### src/rtl/timer_seq_ctl_pkg.sv
// Shared constants for the MM:SS timer sequencer: state codes, digit indices, BCD digit limits.
package timer_pkg;

  localparam logic [2:0] ST_IDLE  = 3'd0;
  localparam logic [2:0] ST_SET   = 3'd1;
  localparam logic [2:0] ST_RUN   = 3'd2;
  localparam logic [2:0] ST_PAUSE = 3'd3;
  localparam logic [2:0] ST_DONE  = 3'd4;

  localparam logic [1:0] DIG_M1 = 2'd3;
  localparam logic [1:0] DIG_M0 = 2'd2;
  localparam logic [1:0] DIG_S1 = 2'd1;
  localparam logic [1:0] DIG_S0 = 2'd0;

  localparam logic [3:0] TENS_MAX  = 4'd5;
  localparam logic [3:0] UNITS_MAX = 4'd9;

  function automatic logic [3:0] digit_max(input logic [1:0] dig);
    logic [3:0] lim;
    lim = UNITS_MAX;
    case (dig)
      DIG_M1, DIG_S1: lim = TENS_MAX;
      DIG_M0, DIG_S0: lim = UNITS_MAX;
      default:        lim = UNITS_MAX;
    endcase
    return lim;
  endfunction

endpackage

### src/rtl/timer_seq_ctl_bcd_digit_inc.sv
// Single BCD digit +1 that wraps to 0 once the digit reaches its limit.
module bcd_digit_inc (
  input  logic [3:0] i_digit,
  input  logic [3:0] i_max,
  output logic [3:0] o_digit
);

  assign o_digit = (i_digit >= i_max) ? 4'd0 : i_digit + 4'd1;

endmodule

### src/rtl/timer_seq_ctl.sv
// Mode sequencer for the MM:SS BCD up-counter: buttons -> counter controls, target edit, DONE/alarm.
// Optional macro ALARM_BLINK_EN: alarm toggles on each sec_tick in DONE instead of holding steady.
module timer_seq_ctl #(
  parameter int unsigned DONE_HOLD_S = 5,
  parameter logic [15:0] TARGET_RST  = 16'h0100
) (
  input  logic        clk,
  input  logic        init_rst,
  input  logic        btn_start,
  input  logic        btn_clear,
  input  logic        btn_set,
  input  logic        btn_inc,
  input  logic        sec_tick,
  input  logic [15:0] times,
  input  logic [15:0] time_out,
  output logic        tmr_rst,
  output logic        tmr_stop,
  output logic        tmr_setting,
  output logic [15:0] target,
  output logic [1:0]  set_digit,
  output logic [2:0]  state,
  output logic        alarm
);
  import timer_pkg::*;

  localparam int unsigned HW = (DONE_HOLD_S > 1) ? $clog2(DONE_HOLD_S) : 1;
  localparam logic [HW-1:0] HOLD_LAST = HW'((DONE_HOLD_S == 0) ? 0 : DONE_HOLD_S - 1);
  localparam logic [HW-1:0] HOLD_ONE  = HW'(1);

  logic [2:0]    r_state;
  logic [15:0]   r_target;
  logic [1:0]    r_digit;
  logic          r_tmr_rst;
  logic          r_rst_d;
  logic          r_tmr_stop;
  logic          r_tmr_setting;
  logic          r_alarm;
  logic [HW-1:0] r_hold;
  logic [15:0]   r_times;
  logic [15:0]   r_time_out;

  logic [2:0]    w_state_nxt;
  logic [15:0]   w_target_nxt;
  logic [1:0]    w_digit_nxt;
  logic          w_rst_nxt;
  logic          w_alarm_nxt;
  logic [HW-1:0] w_hold_nxt;
  logic [3:0]    w_sel_digit;
  logic [3:0]    w_inc_digit;
  logic          w_done_hit;
  logic          w_blank;

  assign w_sel_digit = r_target[{r_digit, 2'b00} +: 4];

  bcd_digit_inc u_digit_inc (
    .i_digit (w_sel_digit),
    .i_max   (digit_max(r_digit)),
    .o_digit (w_inc_digit)
  );

  assign w_done_hit = (r_times == r_target) || (r_time_out != '0);
  // r_times still shows the pre-clear count for two cycles after a tmr_rst pulse
  assign w_blank    = r_tmr_rst | r_rst_d;

  always_comb begin
    w_state_nxt  = r_state;
    w_target_nxt = r_target;
    w_digit_nxt  = r_digit;
    w_rst_nxt    = 1'b0;
    w_alarm_nxt  = r_alarm;
    w_hold_nxt   = r_hold;
    if (btn_clear) begin
      w_state_nxt = ST_IDLE;
      w_rst_nxt   = 1'b1;
    end else begin
      case (r_state)
        ST_IDLE: begin
          if (btn_set) begin
            w_state_nxt = ST_SET;
            w_digit_nxt = DIG_M1;
          end else if (btn_start && (r_target != '0)) begin
            w_state_nxt = ST_RUN;
            w_rst_nxt   = 1'b1;
          end
        end
        ST_SET: begin
          if (btn_set) begin
            if (r_digit == DIG_S0) w_state_nxt = ST_IDLE;
            else                   w_digit_nxt = r_digit - 2'd1;
          end else if (btn_inc && !btn_start) begin
            w_target_nxt[{r_digit, 2'b00} +: 4] = w_inc_digit;
          end
        end
        ST_RUN: begin
          if (!btn_set) begin
            if (btn_start) begin
              w_state_nxt = ST_PAUSE;
            end else if (w_done_hit && !w_blank) begin
              w_state_nxt = ST_DONE;
              w_alarm_nxt = 1'b1;
              w_hold_nxt  = '0;
            end
          end
        end
        ST_PAUSE: begin
          if (!btn_set && btn_start) w_state_nxt = ST_RUN;
        end
        ST_DONE: begin
          if (btn_set || btn_start) begin
            w_state_nxt = ST_IDLE;
          end else if (sec_tick) begin
            w_hold_nxt = r_hold + HOLD_ONE;
`ifdef ALARM_BLINK_EN
            w_alarm_nxt = ~r_alarm;
`else
            w_alarm_nxt = 1'b1;
`endif
            if ((DONE_HOLD_S != 0) && (r_hold == HOLD_LAST)) w_state_nxt = ST_IDLE;
          end
        end
        default: w_state_nxt = ST_IDLE;
      endcase
    end
    if (w_state_nxt != ST_DONE) begin
      w_alarm_nxt = 1'b0;
      w_hold_nxt  = '0;
    end
  end

  always_ff @(posedge clk or negedge init_rst) begin
    if (!init_rst) begin
      r_state       <= ST_IDLE;
      r_target      <= TARGET_RST;
      r_digit       <= DIG_M1;
      r_tmr_rst     <= 1'b0;
      r_rst_d       <= 1'b0;
      r_tmr_stop    <= 1'b1;
      r_tmr_setting <= 1'b0;
      r_alarm       <= 1'b0;
      r_hold        <= '0;
      r_times       <= '0;
      r_time_out    <= '0;
    end else begin
      r_state       <= w_state_nxt;
      r_target      <= w_target_nxt;
      r_digit       <= w_digit_nxt;
      r_tmr_rst     <= w_rst_nxt;
      r_rst_d       <= r_tmr_rst;
      r_tmr_stop    <= (w_state_nxt != ST_RUN);
      r_tmr_setting <= (w_state_nxt == ST_SET);
      r_alarm       <= w_alarm_nxt;
      r_hold        <= w_hold_nxt;
      r_times       <= times;
      r_time_out    <= time_out;
    end
  end

  assign tmr_rst     = r_tmr_rst;
  assign tmr_stop    = r_tmr_stop;
  assign tmr_setting = r_tmr_setting;
  assign target      = r_target;
  assign set_digit   = r_digit;
  assign state       = r_state;
  assign alarm       = r_alarm;

endmodule

### config.mk
export PLATFORM = sky130hd
export DESIGN_NAME = timer_seq_ctl
export DESIGN_NICKNAME = d
export VERILOG_FILES = /design/src/rtl/timer_seq_ctl_pkg.sv /design/src/rtl/timer_seq_ctl_bcd_digit_inc.sv /design/src/rtl/timer_seq_ctl.sv
export SDC_FILE = /design/constraint.sdc
export NUM_CORES = 1
export LEC_CHECK = 0
export CAP_MARGIN = 20
export CORE_UTILIZATION = 44
export CTS_CLUSTER_DIAMETER = 40
export DETAILED_ROUTE_END_ITERATION = 8
export PLACE_DENSITY = 0.86
export SETUP_SLACK_MARGIN = 0.05
export SLEW_MARGIN = 20
export SYNTH_ARGS = -nofsm -noshare
export SYNTH_HDL_FRONTEND = slang
export SYNTH_SLANG_ARGS = --single-unit
### constraint.sdc
create_clock -name clk -period 2.5 [get_ports clk]
set_input_delay 0.5 -clock clk [delete_from_list [all_inputs] [get_ports clk]]
set_output_delay 0.5 -clock clk [all_outputs]
set_load 0.005 [all_outputs]
==> results of run 1 <==
-- timing repair --
item | in CTS | in global routing
gates cloned | 0 | 0
setup endpoints to repair | 16 | 15
setup buffers | 1 | 2
gates resized for setup | 1 | 3
-- area by class of cell --
class	instances	share of cell area, %
Clock buffer	12	4.001
Clock inverter	4	1.311
Inverter	10	1.035
Multi-Input combinational cell	156	30.04
Sequential cell	61	42.22
Tap cell	72	2.484
Timing Repair Buffer	71	18.90
-- metal layers --
layer,global-route usage [%],share of wire (%),up-vias
li1,-,-,953
met5,0,0,-
met1,27.19,41,1014
met3,5.257,7.0,18
met2,31.71,48,90
met4,16.96,3.6,0
-- state kept, by name, indices dropped and copies added (netlist names), 2 cells and up --
| name | cells |
|---|---|
| r_hold | 3 |
| r_times | 16 |
| target | 16 |
| state | 3 |
| r_time_out | 16 |
| set_digit | 2 |
-- metrics by stage --
stage	total power, mW	std cells	hold WS (ns)	area (sq um)	TNS, ns
floorplan	1.296	230	0.2044	2666	0
global placement	1.481	367	0.4123	3398	0
detailed placement	1.493	367	0.3996	3398	-0.2704
CTS	2.367	384	0.09905	3602	0
global route	2.474	386	0.1302	3627	0
finish	2.365	386	0.09813	3627	0
-- path summary, 6_finish.rpt --
path,start,to,slack [ns]
min reg2reg,tmr_rst,r_rst_d,0.43
max,set_digit[0],target[7],0.1
min,init_rst,r_time_out[2],0.1
min in group clk,tmr_rst,r_rst_d,0.43
max reg2reg,set_digit[0],target[7],0.1
max in group asynchronous,init_rst,set_digit[0],1.70
-- power by group through the flow --
stage | clock (mW) | combinational, mW | sequential [mW]
after CTS | 0.876 | 0.384 | 1.11
after global routing | 0.924 | 0.443 | 1.11
after global placement | 0 | 0.354 | 1.13
after floorplan | 0 | 0.199 | 1.10
after detailed placement | 0 | 0.364 | 1.13
final | 0.860 | 0.403 | 1.10
-- placed cells by master, fill, tap and decap left out, types with 3 or more instances in the layout --
cell,n
inv_1,10
xnor2_1,17
nand2b_1,3
xor2_1,3
nand2_1,30
nand4_1,8
nand3_1,6
ha_1,13
mux4_2,4
dfstp_2,4
nor4_1,9
nand2_2,4
dfrtp_1,57
nor2_1,11
clkbuf_8,10
a21oi_1,8
buf_4,8
clkdlybuf4s50_1,62
o21ai_1,10
o21ai_0,9
-- critical path, stage by stage, from the launching register on --
cell and delay (ns):
dfstp_2 0.63, mux4_2 0.57, ha_1 0.20, nand2b_1 0.13
a21o_1 0.20, a21oi_4 0.21, nand2_1 0.16, o21ai_1 0.21
-- cell families (layout without fill, tap and decap cells) --
logic type                 count (synthesis)  count (layout)  synth area share (%)
adders and majority gates                 13              13                 6.101
xor gates and xnor gates                  20              20                 6.570
buffers and inverters                     13              97                 2.206
DFF                                       61              61                 57.44
muxes                                      6               6                 4.177
and+or+nand+nor                           85              85                 17.03
AOI/OAI and AO/OA                         32              32                 6.476
==> impl_metrics.env, run 1 <==
export IMPL_yosysWarningCount=0
export IMPL_areaGrowthSynthToFinish_pct=36.04
export IMPL_pwr_share_seq_pct=46.6
export IMPL_yosys_top_cells_count="dfrtp_1 (57), nand2_1 (31), xnor2_1 (17), ha_1 (13), nor2_1 (11)"
export IMPL_antenna_found_initial=0
export IMPL_switching_share_pct=26.34
export IMPL_routabilityCongestion=0.8766
export IMPL_grt_use_total_pct=21.60
export IMPL_synth_top_area_cell="dfrtp_1"
export IMPL_holdBufCountCts=0
export IMPL_rr_worst_depth=7
export IMPL_fmax_mhz=416.2
export IMPL_fp_dieW_microns=79.85
export IMPL_h_tree_depth=3
export IMPL_p_per_area_mw_per_mm2=652.0
export IMPL_syn_cell_area_sq_mm=0.002666
export IMPL_fp_coreArea_sq_mm=0.005675
export IMPL_initial_core_util_pct=46.98
export IMPL_hold_viol_final=0
export IMPL_post_dp_hpwl_mm=4.314
export IMPL_p_comb_share_pct=17.0
export IMPL_wl_per_cell_microns=16.05
export IMPL_fin_crit_sh_pct=96.10
export IMPL_rsz0062_at_grt="yes"
export IMPL_multi_input_area_sq_mm=0.001090
export IMPL_relSlewSlack_pct=64.01
export IMPL_clockBufferDepth=2
export IMPL_dieArea_sq_mm=0.006375
export IMPL_dp_slack_ns=-0.07381
export IMPL_worst_pin_slew_ns=0.5349
export IMPL_grt_overflow=0
export IMPL_synth_area_top_cells="dfrtp_1 (53%), ha_1 (6.1%), xnor2_1 (5.6%)"
export IMPL_die_height_microns=79.85
export IMPL_synth_most_common_cell="dfrtp_1"
export IMPL_clkPwrFrac_pct=36.4
export IMPL_vias_per_cell=5.376
export IMPL_synthCells=230
export IMPL_worst_skew_pair_late_latency_ns=0.34
export IMPL_cts_buffers=9
export IMPL_p_leak_nw=1.531
export IMPL_cp_max_fo=7
export IMPL_syn_nets=282
export IMPL_drt_iter0_drc=200
export IMPL_worst_slack_ns=0.09758
export IMPL_final_nets=361
export IMPL_p_int_mw=1.742
export IMPL_hold_path_class="in2async"
export IMPL_ioPinCount=64
export IMPL_peakVddDrop_v=0.0004883
export IMPL_report_final_slew_viol_count=0
export IMPL_min_period_ns=2.402
export IMPL_diodes=0
export IMPL_grt_pass1_wl_mm=10.07
export IMPL_cp_end_kind="flop"
export IMPL_cts_tree="yes"
export IMPL_clock_sinks=61
export IMPL_synth_cell_types=34
export IMPL_num_rows=27
export IMPL_regArea_sq_mm=0.001531
export IMPL_grt_max_degree=23
export IMPL_avgSynthCellArea_sq_um=11.59
export IMPL_crit_arrival_ns=2.65
export IMPL_netlist_area_leader_share_pct=53.50
export IMPL_clkSlewWorstSetupHoldPaths_ns=0.07
export IMPL_drcViolationCount=0
export IMPL_drtAntennaViolNets=0
export IMPL_vias=2075
export IMPL_power_switching_uw=623.0
export IMPL_synth_ff_type="dfrtp_1"
export IMPL_startpoint_type="flop"
export IMPL_setup_violations=0
export IMPL_ys_seq_area_share_pct=57.44
export IMPL_cts_root_buf="clkbuf_8"
export IMPL_worstPathRequired_ns=2.75
export IMPL_n_fill_cell=441
export IMPL_max_cap_viol_count=0
export IMPL_finClkSkew_ns=0.007683
export IMPL_wirelength_mm=6.197
export IMPL_detailedRoute_firstPassIterationCount=5
export IMPL_ys_ff_latch=61
export IMPL_synth_edf_count=0
export IMPL_status="finished, final reports clean"
export IMPL_grt_pass1_vias=2089
export IMPL_port_buffers=63
export IMPL_drive_gt1_share_pct=14.01
export IMPL_final_core_util_pct=63.91
export IMPL_path_class="reg2reg"
export IMPL_ys_async_sr_fraction_pct=100.0
Power figures use the tool's default switching activity.
==> inputs of run 2 (changes only) <==
- CORE_MARGIN: default -> 3
==> run 2 against run 1 <==
  * Core utilization decreased by 0.11 points
  * Sequential power barely moved
  * Clock power shrank 14%
  * Non-clock buffer count increased by 1
  * Power decreased by 4.8%
  * Via count decreased by 1.7%
  * Setup slack better by 0.057 ns
  * Largest power group unchanged
  * Highest routed layer unchanged
==> impl_metrics.env, run 2 (same netlist as run 1, synthesis figures left out) <==
export IMPL_final_cells=386
export IMPL_fin_crit_sh_pct=93.81
export IMPL_rsz0062_at_grt="no"
export IMPL_n_fill_cell=449
export IMPL_port_buffers=63
export IMPL_reg2reg_from="set_digit[0]"
export IMPL_multi_input_area_sq_mm=0.001090
export IMPL_cts_buffers=9
export IMPL_detailedRoute_firstPassIterationCount=5
export IMPL_diodes=0
export IMPL_status="finished, final reports clean"
export IMPL_holdBufCountCts=0
export IMPL_regArea_sq_mm=0.001531
export IMPL_grt_overflow=0
export IMPL_crit_arrival_ns=2.59
export IMPL_initial_core_util_pct=46.98
export IMPL_cts_tree="yes"
export IMPL_p_comb_share_pct=18.4
export IMPL_areaGrowthSynthToFinish_pct=35.80
export IMPL_final_common_cell="clkdlybuf4s50_1"
export IMPL_drive_gt1_share_pct=14.33
export IMPL_power_switching_uw=609.9
export IMPL_reg2reg_to="target[13]"
export IMPL_cts_root_buf="clkbuf_8"
export IMPL_layout_common_cells="clkdlybuf4s50_1 (62), dfrtp_1 (57), nand2_1 (30)"
export IMPL_dpl_cell_area_sq_mm=0.003411
export IMPL_relSlewSlack_pct=54.85
export IMPL_pwr_share_seq_pct=48.8
export IMPL_die_height_microns=83.85
export IMPL_grt_use_total_pct=18.51
export IMPL_cp_end_kind="flop"
export IMPL_r2r_setup_slack_ns=0.15
export IMPL_finClkSkew_ns=0.006518
export IMPL_post_dp_hpwl_mm=4.411
export IMPL_final_core_util_pct=63.80
export IMPL_worst_slack_ns=0.1547
export IMPL_worst_skew_pair_late_latency_ns=0.33
export IMPL_total_power_mw=2.251
export IMPL_startpoint_type="flop"
export IMPL_worstPathRequired_ns=2.74
export IMPL_report_final_slew_viol_count=0
export IMPL_cp_max_fo=6
export IMPL_ioPinCount=64
export IMPL_wirelength_mm=6.073
export IMPL_wl_per_cell_microns=15.73
export IMPL_p_per_area_mw_per_mm2=621.7
export IMPL_drcViolationCount=0
export IMPL_fmax_mhz=426.4
export IMPL_tns_ns=0
export IMPL_drtAntennaViolNets=0
export IMPL_hold_path_class="in2async"
export IMPL_final_nets=362
export IMPL_p_leak_nw=1.524
export IMPL_rr_worst_depth=7
export IMPL_dp_slack_ns=-0.03359
export IMPL_holdWs_ns=0.2057
export IMPL_clock_sinks=61
export IMPL_path_class="reg2reg"
export IMPL_h_tree_depth=3
export IMPL_drt_iter0_drc=161
export IMPL_dp_cells=367
export IMPL_clkSlewWorstSetupHoldPaths_ns=0.07
export IMPL_p_int_mw=1.641
export IMPL_fin_area_sq_mm=0.003621
export IMPL_fp_dieW_microns=83.85
export IMPL_switching_share_pct=27.10
export IMPL_setup_violations=0
export IMPL_vias_per_cell=5.285
export IMPL_antenna_found_initial=0
export IMPL_grt_pass1_wl_mm=10.04
export IMPL_routabilityCongestion=0.8947
export IMPL_grt_max_degree=34
export IMPL_peakVddDrop_v=0.0004041
export IMPL_num_rows=27
export IMPL_vias=2040
export IMPL_dieArea_sq_mm=0.007030
export IMPL_max_cap_viol_count=0
export IMPL_fp_coreArea_sq_mm=0.005675
export IMPL_grt_pass1_vias=2049
export IMPL_min_period_ns=2.345
export IMPL_worst_pin_slew_ns=0.6772
export IMPL_clockBufferDepth=2
export IMPL_hold_viol_final=0
export IMPL_clkPwrFrac_pct=32.8
==> run 2: changes by cell type in the layout (fill, tap and decap cells not counted), sizes merged <==
cell / delta
bufinv: -1
clkinvlp: +1
buf: +1
clkbuf: -1
==> run 2: power by group through the flow <==
stage | Clock, mW | Combinational, mW | Sequential [mW]
2_1_floorplan | 0 | 0.199 | 1.10
3_3_place_gp | 0 | 0.367 | 1.12
3_5_place_dp | 0 | 0.379 | 1.12
4_1_cts | 0.759 | 0.402 | 1.10
5_1_grt | 0.808 | 0.453 | 1.10
6_report | 0.739 | 0.413 | 1.10
==> run 2: routing by layer <==
layer  global-route usage, %  vias to the layer above  part of all wire [%]
met3                   5.035                       16                   8.3
met2                   28.27                       90                    48
met5                       0                        -                     0
li1                        -                      953                     -
met1                   23.27                      981                    41
met4                   11.55                        0                   3.2
==> run 2: final cells by class <==
cell class	count	share of cell area (%)
Clock buffer	11	3.905
Clock inverter	4	0.6911
Inverter	10	1.037
Multi-Input combinational cell	156	30.10
Sequential cell	61	42.29
Tap cell	72	2.488
Timing Repair Buffer	72	19.49
==> run 2: timing repair <==
| item | CTS | global route |
|---|---|---|
| setup buffers | 3 | 1 |
| resized for setup | 1 | 4 |
| setup endpoints to repair | 16 | 8 |
==> run 2: worst max-delay path by stage <==
stage | from | endpoint | slack [ns] | cells past startpoint
2_1_floorplan | set_digit[0] | target[11] | 0.06 | 9
3_3_place_gp | set_digit[0] | target[14] | 0.06 | 7
3_5_place_dp | set_digit[0] | target[10] | -0.03 | 7
4_1_cts | set_digit[0] | target[14] | 0.14 | 7
5_1_grt | set_digit[0] | target[10] | 0.07 | 8
6_report | set_digit[0] | target[13] | 0.15 | 7
==> run 2: worst max-delay path, cell delays in order (launching register included) <==
cell      delay [ns]
dfstp_2         0.62
mux4_2          0.57
ha_1            0.20
nand2b_1        0.14
a21o_1          0.21
a21oi_4         0.21
nand2_1         0.13
o21ai_0         0.19
